File: config.mk
export PLATFORM = sky130hd
export DESIGN_NAME = llr_read_scheduler
export DESIGN_NICKNAME = d
export VERILOG_FILES = /design/src/rtl/llr_read_scheduler.sv
export SDC_FILE = /design/constraint.sdc
export NUM_CORES = 1
export LEC_CHECK = 0
export CAP_MARGIN = 20
export CORE_AREA = 2 2 124 114
export CTS_CLUSTER_DIAMETER = 150
export DETAILED_ROUTE_END_ITERATION = 7
export DIE_AREA = 0 0 126 116
export GPL_ROUTABILITY_DRIVEN = 0
export PLACE_DENSITY = 0.51
export SYNTH_ARGS = -nofsm -noshare
export SYNTH_HDL_FRONTEND = slang
export SYNTH_SLANG_ARGS = --single-unit
File: constraint.sdc
create_clock -name clk -period 5.2 [get_ports clk]
set_clock_uncertainty 0.05 [all_clocks]
set_input_delay 0.78 -clock clk [delete_from_list [all_inputs] [get_ports clk]]
set_output_delay 0.78 -clock clk [all_outputs]
set_load 0.1 [all_outputs]
File: src/rtl/llr_read_scheduler.sv
// rtl/llr_read_scheduler.sv - multi-beat LLR operand read scheduler for the SC polar decoder
//
// Accepts one node request at a time (the parent stage whose LLR vector is needed).
// It then issues one read beat per cycle to the internal LLR BRAM (dual port), or to
// the channel LLR buffer for the root stage. A valid/last/src/split strobe is
// delay-matched to the RAM read latency so the 2^P PEs know when operands are present.
//
// Ports:
//   clk, rst_n                  clock, asynchronous active-low reset
//   req_valid/req_ready         node request handshake (ready only when idle)
//   req_stage [SW]              parent stage to read, legal 1..N
//   pe_ready                    PE back-pressure; low holds the current beat
//   ram_rea/ram_rd_addra        BRAM port A read enable / address
//   ram_reb/ram_rd_addrb        BRAM port B read enable / address
//   ch_rd_en/ch_rd_addra/b      channel buffer read enable / alpha_a, alpha_b word addresses
//   opnd_valid/last/src/split   operand strobe aligned with RAM read data
//   done                        one-cycle pulse after the final operand
//   err                         one-cycle pulse on an illegal stage request
module llr_read_scheduler #(
    parameter int N       = 10,
    parameter int P       = 2,
    parameter int RAM_LAT = 1,
    localparam int SW     = $clog2(N + 1),
    localparam int AW     = $clog2((1 << (N - P)) - 2 + P),
    localparam int CW     = N - P,
    localparam int BW     = (N - P - 1 > 1) ? (N - P - 1) : 1
) (
    input  logic          clk,
    input  logic          rst_n,
    input  logic          req_valid,
    output logic          req_ready,
    input  logic [SW-1:0] req_stage,
    input  logic          pe_ready,
    output logic          ram_rea,
    output logic [AW-1:0] ram_rd_addra,
    output logic          ram_reb,
    output logic [AW-1:0] ram_rd_addrb,
    output logic          ch_rd_en,
    output logic [CW-1:0] ch_rd_addra,
    output logic [CW-1:0] ch_rd_addrb,
    output logic          opnd_valid,
    output logic          opnd_last,
    output logic          opnd_src,
    output logic          opnd_split,
    output logic          done,
    output logic          err
);

    typedef enum logic [1:0] {
        S_IDLE,
        S_ISSUE,
        S_DRAIN
    } state_t;

    state_t        state;

    // Per-node context latched on acceptance
    logic [AW-1:0] base_q;      // first word of the a-half
    logic [AW-1:0] off_q;       // distance from a-half word to b-half word
    logic [BW-1:0] j_q;         // current beat index
    logic [BW-1:0] jmax_q;      // index of the final beat (B-1)
    logic          src_q;       // 1 = channel buffer
    logic          split_q;     // 1 = halves on separate ports

    // Strobe registered alongside the read enables; feeds the latency pipe
    logic          iss_valid;
    logic          iss_last;
    logic          iss_src;
    logic          iss_split;

    // {valid, last, src, split} per stage
    logic [3:0]    pipe [RAM_LAT];

    // Request decode
    logic [31:0]   s_w;
    logic          dec_legal;
    logic [AW-1:0] dec_base;
    logic [AW-1:0] dec_off;
    logic [BW-1:0] dec_jmax;
    logic          dec_src;
    logic          dec_split;

    always_comb begin
        s_w       = 32'(req_stage);
        dec_legal = (s_w >= 32'd1) && (s_w <= 32'(N));
        dec_base  = '0;
        dec_off   = '0;
        dec_jmax  = '0;
        dec_src   = 1'b0;
        dec_split = 1'b1;
        if (s_w == 32'(N)) begin
            // Root stage: alpha_a in the lower half of the channel buffer, alpha_b in the upper half
            dec_src  = 1'b1;
            dec_off  = AW'(32'd1 << (N - P - 1));
            dec_jmax = BW'((32'd1 << (N - P - 1)) - 32'd1);
        end else if (s_w > 32'(P)) begin
            // Stage regions are stacked downward from the top of the BRAM
            dec_base = AW'((32'd1 << (N - P)) - (32'd1 << (s_w - 32'(P) + 32'd1)));
            dec_off  = AW'(32'd1 << (s_w - 32'(P) - 32'd1));
            dec_jmax = BW'((32'd1 << (s_w - 32'(P) - 32'd1)) - 32'd1);
        end else begin
            // Small stages fit both halves in one word; stage P sits lowest of the packed words
            dec_base  = AW'((32'd1 << (N - P)) - 32'd2 + 32'(P) - s_w);
            dec_split = 1'b0;
        end
    end

    // Beat addresses from the latched context
    logic [AW-1:0] j_aw;
    logic [CW-1:0] j_cw;
    logic [AW-1:0] nxt_addra;
    logic [AW-1:0] nxt_addrb;
    logic [CW-1:0] nxt_cha;
    logic [CW-1:0] nxt_chb;

    always_comb begin
        j_aw      = {{(AW - BW){1'b0}}, j_q};
        j_cw      = {{(CW - BW){1'b0}}, j_q};
        nxt_addra = base_q + j_aw;
        nxt_addrb = base_q + j_aw + off_q;
        nxt_cha   = j_cw;
        nxt_chb   = j_cw + off_q[CW-1:0];
    end

    assign opnd_valid = pipe[RAM_LAT-1][3];
    assign opnd_last  = pipe[RAM_LAT-1][2];
    assign opnd_src   = pipe[RAM_LAT-1][1];
    assign opnd_split = pipe[RAM_LAT-1][0];

    always_ff @(posedge clk or negedge rst_n) begin
        if (!rst_n) begin
            state        <= S_IDLE;
            req_ready    <= 1'b1;
            err          <= 1'b0;
            done         <= 1'b0;
            ram_rea      <= 1'b0;
            ram_reb      <= 1'b0;
            ch_rd_en     <= 1'b0;
            ram_rd_addra <= '0;
            ram_rd_addrb <= '0;
            ch_rd_addra  <= '0;
            ch_rd_addrb  <= '0;
            base_q       <= '0;
            off_q        <= '0;
            j_q          <= '0;
            jmax_q       <= '0;
            src_q        <= 1'b0;
            split_q      <= 1'b0;
            iss_valid    <= 1'b0;
            iss_last     <= 1'b0;
            iss_src      <= 1'b0;
            iss_split    <= 1'b0;
            for (int k = 0; k < RAM_LAT; k++) begin
                pipe[k] <= '0;
            end
        end else begin
            // Enables and addresses are only non-zero on issue cycles
            err          <= 1'b0;
            done         <= 1'b0;
            ram_rea      <= 1'b0;
            ram_reb      <= 1'b0;
            ch_rd_en     <= 1'b0;
            ram_rd_addra <= '0;
            ram_rd_addrb <= '0;
            ch_rd_addra  <= '0;
            ch_rd_addrb  <= '0;
            iss_valid    <= 1'b0;
            iss_last     <= 1'b0;
            iss_src      <= 1'b0;
            iss_split    <= 1'b0;

            // The strobe enters the pipe the cycle the enable is visible, so it
            // exits exactly RAM_LAT cycles later together with the read data.
            pipe[0] <= {iss_valid, iss_last, iss_src, iss_split};
            for (int k = 1; k < RAM_LAT; k++) begin
                pipe[k] <= pipe[k-1];
            end

            case (state)
                S_IDLE: begin
                    if (req_valid) begin
                        if (dec_legal) begin
                            base_q    <= dec_base;
                            off_q     <= dec_off;
                            jmax_q    <= dec_jmax;
                            src_q     <= dec_src;
                            split_q   <= dec_split;
                            j_q       <= '0;
                            req_ready <= 1'b0;
                            state     <= S_ISSUE;
                        end else begin
                            err <= 1'b1;
                        end
                    end
                end

                S_ISSUE: begin
                    if (pe_ready) begin
                        iss_valid <= 1'b1;
                        iss_last  <= (j_q == jmax_q);
                        iss_src   <= src_q;
                        iss_split <= split_q;
                        if (src_q) begin
                            ch_rd_en    <= 1'b1;
                            ch_rd_addra <= nxt_cha;
                            ch_rd_addrb <= nxt_chb;
                        end else begin
                            ram_rea      <= 1'b1;
                            ram_rd_addra <= nxt_addra;
                            if (split_q) begin
                                ram_reb      <= 1'b1;
                                ram_rd_addrb <= nxt_addrb;
                            end
                        end
                        if (j_q == jmax_q) begin
                            state <= S_DRAIN;
                        end else begin
                            j_q <= j_q + BW'(1);
                        end
                    end
                end

                S_DRAIN: begin
                    if (opnd_valid && opnd_last) begin
                        done      <= 1'b1;
                        req_ready <= 1'b1;
                        state     <= S_IDLE;
                    end
                end

                default: begin
                    state     <= S_IDLE;
                    req_ready <= 1'b1;
                end
            endcase
        end
    end

endmodule

==> results_dict.tcl, run 1 <==
set metrics [dict create \
    routed_wl_um 10100 \
    cts_hold_buf 0 \
    cts_max_path_buffers 2 \
    die_w_um 126 \
    synth_top_area_cell "dfrtp_1" \
    port_buffers 48 \
    irDropWorstVdd_uv 195 \
    outcome "finished, final reports clean" \
    wl_per_cell_um 15.1 \
    crit_path_start_kind "input pin" \
    drc_errors 0 \
    areaGrowthSynthToFinish_pct 19.6 \
    track_usage_pct 14.7 \
    top_usage_layer "met2" \
    seq_area_frac_synth_pct 42.8 \
    crit_chain "clkdlybuf4s50_1, inv_1, ha_1, ha_1, and3b_2, nand2_1, ha_1, nor4b_4, o2111ai_4, nor2_2, nand3_1, ha_1, nor2b_1, o21ai_0, a21oi_1, o21ai_0" \
    cp.required_ns 5.40 \
    overflow 0 \
    design_area_um2 5460 \
    dp_cells 649 \
    core_um2 13200 \
    antenna_found_initial 0 \
    final_antenna_net_count 0 \
    slowest_delay_ns 0.66 \
    nFillCells 1312 \
    slew_headroom_pct 34.9 \
    grtUsageMet2_pct 23.2 \
    insertion_delay_ns 0.33 \
    synth.avg_cell_area_um2 10.2 \
    rows 40 \
    root_buffer "clkbuf_16" \
    cts_buffers 9 \
    rsz0062_at_grt "no" \
    grt_use_met1_pct 20.0 \
    fin_tns_setup_ns 0 \
    grt_max_degree 79 \
    synth.area.top_cells "dfrtp_1 (42%), ha_1 (10%), xnor2_1 (4.8%)" \
    cellPowerDensity_nw_per_um2 559 \
    syn_nets 495 \
    cp_max_fo 9 \
    cts_tree "built" \
    power.leakage_nw 2.47 \
    dp_hpwl_um 7580 \
    die_h_um 116 \
    hp-class "reg -> reg" \
    via_count 3344 \
    finalCritPeriodShare_pct 86.9 \
    antennaDiodeCount 0 \
    synthCells 446 \
    postCtsResizedCells 0 \
    maxCapViolCount 0 \
    postCtsSetupRepairBufs 0 \
    ys_ff_latch 78 \
    fmax_mhz 221 \
    async_reset_ff_share_pct 100 \
    setup_violations 0 \
    post_dp_cell_area_um2 5170 \
    drt_iter0_markers 127 \
    finalNetCount 541 \
    fin_cells 665 \
    critPathMostFrequentCell "ha_1" \
    cp-end-kind "register" \
    worst_pin_slew_ns 0.974 \
    yosys_warnings 0 \
    h-tree-depth 3 \
    cp.arrival_ns 4.72 \
    cp_slowest_cell "clkdlybuf4s50_1" \
    drive_gt1_share_pct 9.26 \
    first_global_vias 3332 \
    die-area_um2 14600 \
    post-synth-top-area-fraction_pct 42.2 \
    vias_per_cell 5.03 \
    initial_utilization_pct 34.5 \
    path_clk_slew_ns 0.06 \
    grt_pass1_wl_um 16900 \
    hold_viol_final 0 \
    period_minus_slack_ns 4.52 \
    grt_use_met3_pct 1.85 \
    synth_edf_count 0 \
    synth_ff_type "dfrtp_1" \
    syn_area_um2 4560 \
    clock-sinks 78 \
    synthDistinctLibCells 78 \
    ios 50 \
    drtPass1Iterations 4 \
    critPathKind "in -> reg" \
    drv_slew 0 \
]
-- layer usage --
layer	up-vias	routed length (um)	part of all wire, %
li1	1653	-	-
met1	1612	5090	51
met2	63	4450	44
met3	16	295	2.9
met4	0	228	2.3
met5	-	0	0
-- worst max-delay path: cells and delay by family --
family                     cells  cell delay [ns]
buffers and inverters          2             0.88
adders and majority gates      4             1.17
and+or+nand+nor                6             1.22
AOI/OAI and AO/OA              4             0.67
-- cells in the final DEF, fill, tap and decap left out, types with 4 or more instances in the layout --
master | Yosys | final
a21o_1 | 7 | 7
a21oi_1 | 23 | 23
and2_1 | 9 | 9
and3_1 | 13 | 13
buf_4 | 1 | 5
clkbuf_16 | 0 | 9
clkdlybuf4s50_1 | 0 | 47
dfrtp_1 | 77 | 77
ha_1 | 38 | 38
inv_1 | 18 | 18
nand2_1 | 41 | 41
nand3_1 | 10 | 10
nand4_1 | 5 | 5
nor2_1 | 36 | 36
nor2b_1 | 6 | 6
nor3_1 | 7 | 7
o21a_1 | 8 | 8
o21ai_0 | 19 | 19
o21bai_1 | 4 | 4
xnor2_1 | 25 | 25
xor2_1 | 10 | 10
-- Yosys cell counts (4+ instances only) --
library cell	instances
nor2b_1	6
and3_1	13
o21a_1	8
nand3_1	10
nand4_1	5
a21oi_1	23
ha_1	38
buf_2	5
dfrtp_1	77
xnor2_1	25
nor2_1	36
o21bai_1	4
clkbuf_1	5
a21o_1	7
xor2_1	10
buf_6	4
and2_1	9
nor3_1	7
inv_1	18
o21ai_0	19
nand2_1	41
-- state kept, by name, indices dropped and copies added (netlist names) --
name          count
off_q             8
j_q               7
done              1
ch_rd_addrb       8
state             2
iss_last          1
req_ready         1
base_q            8
split_q           1
ch_rd_addra       7
ram_rd_addrb      8
ram_rd_addra      8
err               1
pipe              4
jmax_q            7
ram_reb           1
iss_valid         1
src_q             1
iss_split         1
ch_rd_en          1
ram_rea           1
-- cell families (layout without fill, tap and decap cells) --
logic type | count (synthesis) | in the layout | synth area share, %
adder cells (fa/ha/maj) | 41 | 41 | 11.7
XOR/XNOR | 35 | 35 | 6.72
multiplexers | 1 | 1 | 0.219
flip-flops | 78 | 78 | 42.8
AND/OR/NAND/NOR | 153 | 153 | 17.9
AO/OA/AOI/OAI | 100 | 100 | 16.4
other | 1 | 1 | 0.0822
buffers and inverters | 37 | 88 | 4.17
-- worst paths after layout --
| kind | startpoint | end | slack (ns) | cells after the start |
|---|---|---|---|---|
| worst max-delay path | req_stage[2] | base_q[4] | 0.68 | 16 |
| worst min-delay path | iss_valid | pipe[3] | 0.30 | 0 |
| worst max register to register | j_q[0] | ram_rd_addrb[7] | 1.75 | 12 |
| worst min register to register | iss_valid | pipe[3] | 0.30 | 0 |
| max in group asynchronous | rst_n | base_q[4] | 3.96 | 1 |
| min in group asynchronous | rst_n | iss_valid | 0.55 | 1 |
-- power by group --
| part | switching, mW | internal, mW | total (mW) |
|---|---|---|---|
| Combinational | 1.04 | 0.471 | 1.51 |
| Sequential | 0.156 | 0.779 | 0.935 |
| Clock | 0.238 | 0.370 | 0.607 |
-- cell type report --
cell class,count,area [um^2],area share [%]
sequential,78,1950,35.8
clock inverter,6,62.6,1.15
clock buffer,10,229,4.19
multi-input combinational,331,2420,44.4
inverter,20,75.1,1.38
timing repair buffer,52,508,9.31
tap,168,210,3.85
-- per-stage QoR --
| step | worst slack (ns) | util, % | total power, mW | hold WS, ns |
|---|---|---|---|---|
| after floorplan | 1.36 | - | 2.10 | 0.281 |
| after global placement | 0.524 | 39.1 | 2.46 | 0.283 |
| after detailed placement | 0.326 | 39.1 | 2.47 | 0.290 |
| after CTS | 0.675 | 41.3 | 3.09 | 0.304 |
| after global routing | 0.265 | 41.3 | 3.25 | 0.311 |
| final | 0.681 | 41.3 | 3.05 | 0.299 |
No activity file was read; power rests on OpenSTA's default activity.
==> run 2: changes to the inputs <==
RECOVER_POWER = 25   (was unset)
==> run 2 against run 1 <==
  * The flow now finishes with violations (max-capacitance violations, max-slew violations)
  * Combinational power is essentially flat
  * Final area is essentially flat
  * Utilization is essentially flat
  * Worst hold slack is the same
  * Power is essentially flat
  * Via count is the same
  * Sequential cell count is the same
  * Register-to-register slack is essentially flat
  * Clock-buffer cell count is the same
  * Critical endpoint unchanged
  * Largest cell class unchanged
==> results_dict.tcl, run 2 (synthesized netlist as in run 1, its figures left out) <==
set metrics [dict create \
    overflow 0 \
    areaGrowthSynthToFinish_pct 19.5 \
    rsz0062_at_grt "no" \
    cp_slowest_cell "clkdlybuf4s50_1" \
    die_h_um 116 \
    cp_max_fo 9 \
    first_global_vias 3332 \
    antenna_found_initial 0 \
    worstRegToRegCells 12 \
    final_core_util_pct 41.3 \
    routed_wl_um 10100 \
    seq_power_share_pct 30.6 \
    period_minus_slack_ns 4.52 \
    hp-class "reg -> reg" \
    critPathMostFrequentCell "ha_1" \
    postCtsResizedCells 0 \
    worst_pin_slew_ns 3.98 \
    crit_path_start_kind "input pin" \
    power.switching_mw 1.44 \
    finalNetCount 541 \
    via_count 3344 \
    grt_pass1_wl_um 16900 \
    cts_tree "built" \
    nFillCells 1312 \
    drive_gt1_share_pct 9.05 \
    track_usage_pct 14.7 \
    cellPowerDensity_nw_per_um2 560 \
    cp-end-kind "register" \
    outcome "complete, but fails checks" \
    antennaDiodeCount 0 \
    violations "max-capacitance violations, max-slew violations" \
    cp.required_ns 5.40 \
    drtPass1Iterations 4 \
    path_clk_slew_ns 0.06 \
    regToRegSetupSlack_ns 1.75 \
    dp_hpwl_um 7580 \
    cts_buffers 9 \
    setup_violations 0 \
    cp.arrival_ns 4.72 \
    p_clk_share_pct 19.9 \
    slowest_delay_ns 0.66 \
    power.share.combinational_pct 49.5 \
    r2r_start "j_q[0]" \
    clock-sinks 78 \
    cp-startpoint "req_stage[2]" \
    final_common_cell "dfrtp_1" \
    initial_utilization_pct 34.5 \
    die_w_um 126 \
    drc_errors 0 \
    wl_per_cell_um 15.1 \
    crit_end "base_q[4]" \
    maxCapViolCount 1 \
    fin_tns_setup_ns 0 \
    crit_chain "clkdlybuf4s50_1, inv_1, ha_1, ha_1, and3b_2, nand2_1, ha_1, nor4b_4, o2111ai_4, nor2_2, nand3_1, ha_1, nor2b_1, o21ai_0, a21oi_1, o21ai_0" \
    insertion_delay_ns 0.33 \
    power.leakage_nw 2.47 \
    h-tree-depth 3 \
    switching_share_pct 47.0 \
    root_buffer "clkbuf_16" \
    finalCritPeriodShare_pct 86.9 \
    cts_max_path_buffers 2 \
    core_um2 13200 \
    port_buffers 48 \
    final_antenna_net_count 0 \
    critPathKind "in -> reg" \
    r2r-end "ram_rd_addrb[7]" \
    vias_per_cell 5.03 \
    intPower_mw 1.62 \
    drv_slew 79 \
    cts_hold_buf 0 \
    ios 50 \
    die-area_um2 14600 \
    slew_headroom_pct -165 \
    layout_common_cells "dfrtp_1 (77), clkdlybuf4s50_1 (47), nand2_1 (41)" \
    postCtsSetupRepairBufs 0 \
    hold_viol_final 0 \
    drt_iter0_markers 127 \
    rows 40 \
    grt_max_degree 79 \
    fmax_mhz 221 \
    irDropWorstVdd_uv 195 \
]
-- run 2: cell count changes in the layout (fill, tap and decap cells not counted) --
cell | previous run | this run
clkbuf_1 | 1 | 2
buf_4 | 5 | 4
-- run 2: stage by stage --
| stage | hold slack (ns) | cells | setup WS, ns | instance area [um^2] | power [mW] |
|---|---|---|---|---|---|
| after floorplan | 0.281 | 446 | 1.36 | 4560 | 2.10 |
| after global placement | 0.283 | 649 | 0.524 | 5170 | 2.46 |
| after detailed placement | 0.290 | 649 | 0.326 | 5170 | 2.47 |
| after CTS | 0.304 | 665 | 0.675 | 5460 | 3.09 |
| after global routing | 0.311 | 665 | 0.188 | 5460 | 3.25 |
| final | 0.299 | 665 | 0.681 | 5460 | 3.05 |
-- run 2: layer usage --
layer / up-vias / track usage (%) / wire length, um / share of wire (%)
met1: 1612 / 20.0 / 5090 / 51
li1: 1653 / - / - / -
met5: - / 0 / 0 / 0
met3: 16 / 1.85 / 294 / 2.9
met4: 0 / 7.55 / 228 / 2.3
met2: 63 / 23.2 / 4450 / 44
-- run 2: worst max-delay path, delay by kind of cell --
kind / cells / cell delay (ns)
AOI/OAI and AO/OA: 4 / 0.67
adders and majority gates: 4 / 1.17
buffers and inverters: 2 / 0.88
and+or+nand+nor: 6 / 1.22
-- run 2: area by class of cell --
type / count / area (um^2) / share of cell area, %
Timing Repair Buffer: 52 / 504 / 9.24
Clock buffer: 10 / 229 / 4.20
Clock inverter: 6 / 62.6 / 1.15
Multi-Input combinational cell: 331 / 2420 / 44.4
Inverter: 20 / 75.1 / 1.38
Tap cell: 168 / 210 / 3.85
Sequential cell: 78 / 1950 / 35.8
-- run 2: worst min-delay path by stage --
stage | start | to | depth (start not counted)
after floorplan | iss_split | pipe[0] | 0
after global placement | iss_last | pipe[2] | 0
after detailed placement | iss_last | pipe[2] | 0
after CTS | iss_last | pipe[2] | 0
after global routing | iss_last | pipe[2] | 0
final | iss_valid | pipe[3] | 0
-- run 2: power groups by stage --
stage / Clock (mW) / Sequential, mW / Combinational (mW)
finish: 0.607 / 0.935 / 1.51
global placement: 0 / 0.945 / 1.51
CTS: 0.626 / 0.939 / 1.52
floorplan: 0 / 1.47 / 0.624
detailed placement: 0 / 0.949 / 1.52
global route: 0.652 / 0.962 / 1.63
==> run 3: changes to the inputs <==
PLACE_DENSITY = unset   (was 0.51)
==> run 3 against run 2 <==
  * The run now ends clean
  * Sequential share of layout area shrank 0.11 points
  * Sequential cell count is the same
  * Clock power grew 5.6%
  * Worst hold slack gained 0.00054 ns
  * Global-route usage is essentially flat
  * Sequential power is essentially flat
  * Utilization grew 0.13 points
==> results_dict.tcl, run 3 (synthesized netlist as in run 1, its figures left out) <==
set metrics [dict create \
    outcome "finished, final reports clean" \
    die_w_um 126 \
    dp_hpwl_um 7480 \
    irDropWorstVdd_uv 271 \
    postCtsResizedCells 0 \
    multi_input_area_um2 2420 \
    final_core_util_pct 41.4 \
    rows 40 \
    insertion_delay_ns 0.33 \
    fmax_mhz 223 \
    cellPowerDensity_nw_per_um2 565 \
    ios 50 \
    cp-end-kind "register" \
    vias_per_cell 5.01 \
    drtPass1Iterations 4 \
    power.leakage_nw 2.48 \
    antennaDiodeCount 0 \
    cp_slowest_cell "clkdlybuf4s50_1" \
    drt_iter0_markers 224 \
    path_clk_slew_ns 0.06 \
    hp-class "reg -> reg" \
    critical_path_buf_inv_count 2 \
    nFillCells 1289 \
    layout_common_cells "dfrtp_1 (77), clkdlybuf4s50_1 (47), nand2_1 (41)" \
    r2r-end "ram_rd_addrb[7]" \
    worstRegToRegCells 12 \
    fin_tns_setup_ns 0 \
    drive_gt1_share_pct 9.07 \
    critPathMostFrequentCell "ha_1" \
    crit_cells 16 \
    first_global_vias 3275 \
    period_minus_slack_ns 4.48 \
    overflow 0 \
    cts_hold_buf 0 \
    cp.arrival_ns 4.64 \
    port_buffers 48 \
    setup_violations 0 \
    wl_per_cell_um 15.2 \
    areaGrowthSynthToFinish_pct 19.9 \
    die-area_um2 14600 \
    hold_viol_final 0 \
    path_delay_family "simple AND/OR/NAND/NOR gates" \
    regToRegSetupSlack_ns 1.83 \
    core_um2 13200 \
    final_common_cell "dfrtp_1" \
    drv_slew 0 \
    initial_utilization_pct 34.5 \
    critPathKind "in -> reg" \
    crit_end "base_q[4]" \
    postCtsSetupRepairBufs 0 \
    final_antenna_net_count 0 \
    die_h_um 116 \
    r2r_start "j_q[0]" \
    worst_pin_slew_ns 0.989 \
    crit_path_start_kind "input pin" \
    track_usage_pct 14.7 \
    slowest_delay_ns 0.65 \
    cp.required_ns 5.36 \
    crit_chain "clkdlybuf4s50_1, inv_1, ha_1, ha_1, and3b_2, nand2_1, ha_1, nor4b_4, o2111ai_4, nor2_2, nand3_1, ha_1, nor3_1, o21ai_0, a21oi_1, o21ai_0" \
    grt_pass1_wl_um 17000 \
    grt_max_degree 79 \
    cts_max_path_buffers 2 \
    rsz0062_at_grt "no" \
    cts_buffers 9 \
    root_buffer "clkbuf_16" \
    cts_tree "built" \
    regArea_um2 1950 \
    clock-sinks 78 \
    via_count 3328 \
    power_mw 3.09 \
    h-tree-depth 3 \
    cp_max_fo 9 \
    antenna_found_initial 0 \
    routed_wl_um 10100 \
    finalNetCount 540 \
    maxCapViolCount 0 \
    slew_headroom_pct 33.9 \
    finalCritPeriodShare_pct 86.2 \
    drc_errors 0 \
    cp-startpoint "req_stage[2]" \
]
[run 3: cell count changes in the layout (fill, tap and decap cells not counted), sizes merged]
cell / previous run / this run
clkbuf: 11 / 13
clkinv: 3 / 2
clkinvlp: 3 / 1
[run 3: per-stage QoR]
stage               cell area, um^2  hold slack [ns]  setup WS (ns)  instances
floorplan                      4560            0.281           1.36        446
global placement               5160            0.285          0.566        648
detailed placement             5160            0.286          0.381        648
CTS                            5470            0.299          0.729        664
global route                   5470            0.306          0.341        664
finish                         5470            0.300          0.715        664
[run 3: worst register-to-register path: stages (launching register included)]
cell       delay (ns)
dfrtp_1          0.49
ha_1             0.27
fa_1             0.41
a21o_1           0.20
a21oi_1          0.22
xnor2_1          0.17
ha_1             0.30
and3_1           0.19
a2111oi_4        0.40
a21oi_1          0.14
xnor2_1          0.19
xnor2_1          0.15
nor2_1           0.05
[run 3: cell type report]
cell class / count / share of cell area [%]
multi-input combinational: 331 / 44.2
sequential: 78 / 35.7
timing repair buffer: 51 / 9.14
clock buffer: 13 / 4.94
tap: 168 / 3.84
inverter: 20 / 1.37
clock inverter: 3 / 0.777
[run 3: report_power, final]
part	internal (mW)	leakage (nW)	switching, mW
clock network	0.410	0.152	0.231
logic	0.469	1.31	1.04
registers	0.779	1.02	0.159
total	1.66	2.48	1.43
[run 3: metal layers]
metal | up-vias | GRT usage [%] | wire length (um)
met5 | - | 0 | 0
met3 | 15 | 2.54 | 393
met1 | 1582 | 19.9 | 5040
met2 | 73 | 23.3 | 4470
li1 | 1658 | - | -
met4 | 0 | 6.67 | 197
[run 3: worst min-delay path by stage]
stage / to / from / cells past startpoint
global placement: pipe[2] / iss_last / 0
finish: pipe[2] / iss_last / 0
CTS: pipe[0] / iss_split / 0
global route: pipe[3] / iss_valid / 0
floorplan: pipe[0] / iss_split / 0
detailed placement: pipe[0] / iss_split / 0
==> edit, RTL diff (settings of run 1) <==
`N`: 10 -> 11.
--- a/src/rtl/llr_read_scheduler.sv
+++ b/src/rtl/llr_read_scheduler.sv
@@ -19,3 +19,3 @@
 module llr_read_scheduler #(
-    parameter int N       = 10,
+    parameter int N       = 11,
     parameter int P       = 2,
Ports: changed (resized ch_rd_addra, ch_rd_addrb, ram_rd_addra and ram_rd_addrb); port bits go from 50 to 54. The function was not compared with the original's and may differ.
==> edit against run 1 <==
Worst setup slack got worse by 150 ps. Design area up 8.1%. First-iteration DRC count grew 50%. Die area is the same. Sequential power grew 8%. Synthesized area up 6.5%. Sequential cell count rose by 8. Critical path depth is 1 lower. Total power rose by 4.2%. Wire length rose by 13%. Critical endpoint is now base_q[6]. Highest routed layer unchanged.
==> edit: results (changes against run 1) <==
Yosys cell types = 68 (was 78)
R2r setup slk = 1810 ps (was 1750 ps)
Via/cell ratio = 5.09 (was 5.03)
First-pass GRT wire length = 19200 um (was 16900 um)
Port Buffers = 52 (was 48)
Int Power = 1720 uW (was 1620 uW)
Grt total ovfl = 0 (unchanged)
H-tree levels = 3 (unchanged)
Synth Area in XOR/XNOR = 0.0793 (was 0.0672)
Setup bufs post-CTS = 0 (unchanged)
Vias in the first global route = 3610 (was 3332)
Synth cell count leaders = dfrtp_1 (85), nor2_1 (45), ha_1 (43) (was dfrtp_1 (77), nand2_1 (41), ha_1 (38))
Post-synthesis mux area share = 0.00669 (was 0.00219)
CP max FO = 7 (was 9)
Worst reg2reg path startpoint = j_q[1] (was j_q[0])
Hpwl dp = 8370 um (was 7580 um)
Compound-Gate Fraction of Synth Area = 0.147 (was 0.164)
Placed Instances = 692 (was 649)
DRT iter0 DRCs = 191 (was 127)
Post-Place Cell Area = 5580 sq um (was 5170 sq um)
Rel. slew slack = 0.322 (was 0.349)
CTS-repair resized insts = 0 (unchanged)
Seq/Total Area, Yosys = 0.443 (was 0.428)
Hold crit path type = in -> async (was reg -> reg)
Layout cells sized above 1 = 0.0832 (was 0.0926)
Synth Area in Adders = 0.123 (was 0.117)
Final setup vio count = 0 (unchanged)
Total GRT Usage = 0.169 (was 0.147)
Post-Syn Nets = 533 (was 495)
Fin crit period = 4670 ps (was 4520 ps)
Outcome = finished, final reports clean (unchanged)
Reg-to-Reg End = ram_rd_addrb[8] (was ram_rd_addrb[7])
Worst slack at placement = 180 ps (was 326 ps)
Clk_lat worst skew = 340 ps
Reg clk slew, reported paths = 60 ps (about the same)
Synthesized area per cell = 10.1 sq um (was 10.2 sq um)
CTS max path bufs = 2 (unchanged)
Asr flop ratio synth = 1.00 (unchanged)
Final net count = 590 (was 541)
Worst reg-to-reg path cell count = 12 (unchanged)
CP peak stage delay = 540 ps (was 660 ps)
Routed WL = 11400 um (was 10100 um)
Largest net degree at the start of global routing = 87 (was 79)
Final non-filler cell total = 709 (was 665)
Peak supply drop = 0.165 mV (was 0.195 mV)
Leakage Power = 0.00272 uW (was 0.00247 uW)
Initial antenna violation count = 0 (unchanged)
Slowest cell on crit path = or4_1 (was clkdlybuf4s50_1)
WP data arrival = 4840 ps (was 4720 ps)
Largest cells by area after synthesis = dfrtp_1 (44%), ha_1 (11%), xor2_1 (4.3%) (was dfrtp_1 (42%), ha_1 (10%), xnor2_1 (4.8%))
-- edit: cell families (layout without fill, tap and decap cells) --
family,after synthesis,count (layout)
muxes,3,3
AOI/OAI and AO/OA,105,105
buffers and inverters,36,98
adders and majority gates,46,46
other,1,1
DFF,86,86
and+or+nand+nor,158,158
xor gates and xnor gates,44,44
-- edit: layer usage --
layer,global-route usage,wire [um],up-vias
met3,0.0291,320,17
met1,0.231,5590,1721
li1,-,-,1808
met5,0,0,-
met4,0.0623,260,0
met2,0.271,5190,65
-- edit: layout make-up --
class	count	area [sq um]
tap	168	210
multi-input combinational	357	2560
clock buffer	11	253
fill	1290	7310
sequential	86	2150
clock inverter	5	40.0
timing repair buffer	62	613
inverter	20	75.1
-- edit: how the worst max path moves through the flow --
stage                      endpoint          from  cells after the start
final                     base_q[6]  req_stage[1]                     15
after global placement    base_q[6]  req_stage[2]                     15
after detailed placement  base_q[6]  req_stage[1]                     15
after global routing      base_q[6]  req_stage[2]                     15
after floorplan           base_q[6]  req_stage[2]                     18
after CTS                 base_q[6]  req_stage[1]                     15
-- edit: stage by stage --
step / hold WS, ps / utilization
finish: 300 / 0.447
CTS: 304 / 0.445
global placement: 285 / 0.422
floorplan: 281 / -
detailed placement: 289 / 0.422
global route: 317 / 0.447
-- edit: critical path: cells and delay by family --
family	cells	cell delay, ps
fa+ha+maj	4	980
buf+inv	2	570
simple gates	6	2080
compound gates	3	430
-- edit: power by group through the flow --
stage               Combinational, uW  Sequential (uW)  Clock (uW)
finish                           1540             1010         628
global placement                 1540             1020           0
global route                     1680             1040         681
detailed placement               1540             1030           0
CTS                              1550             1020         647
floorplan                         723             1460           0
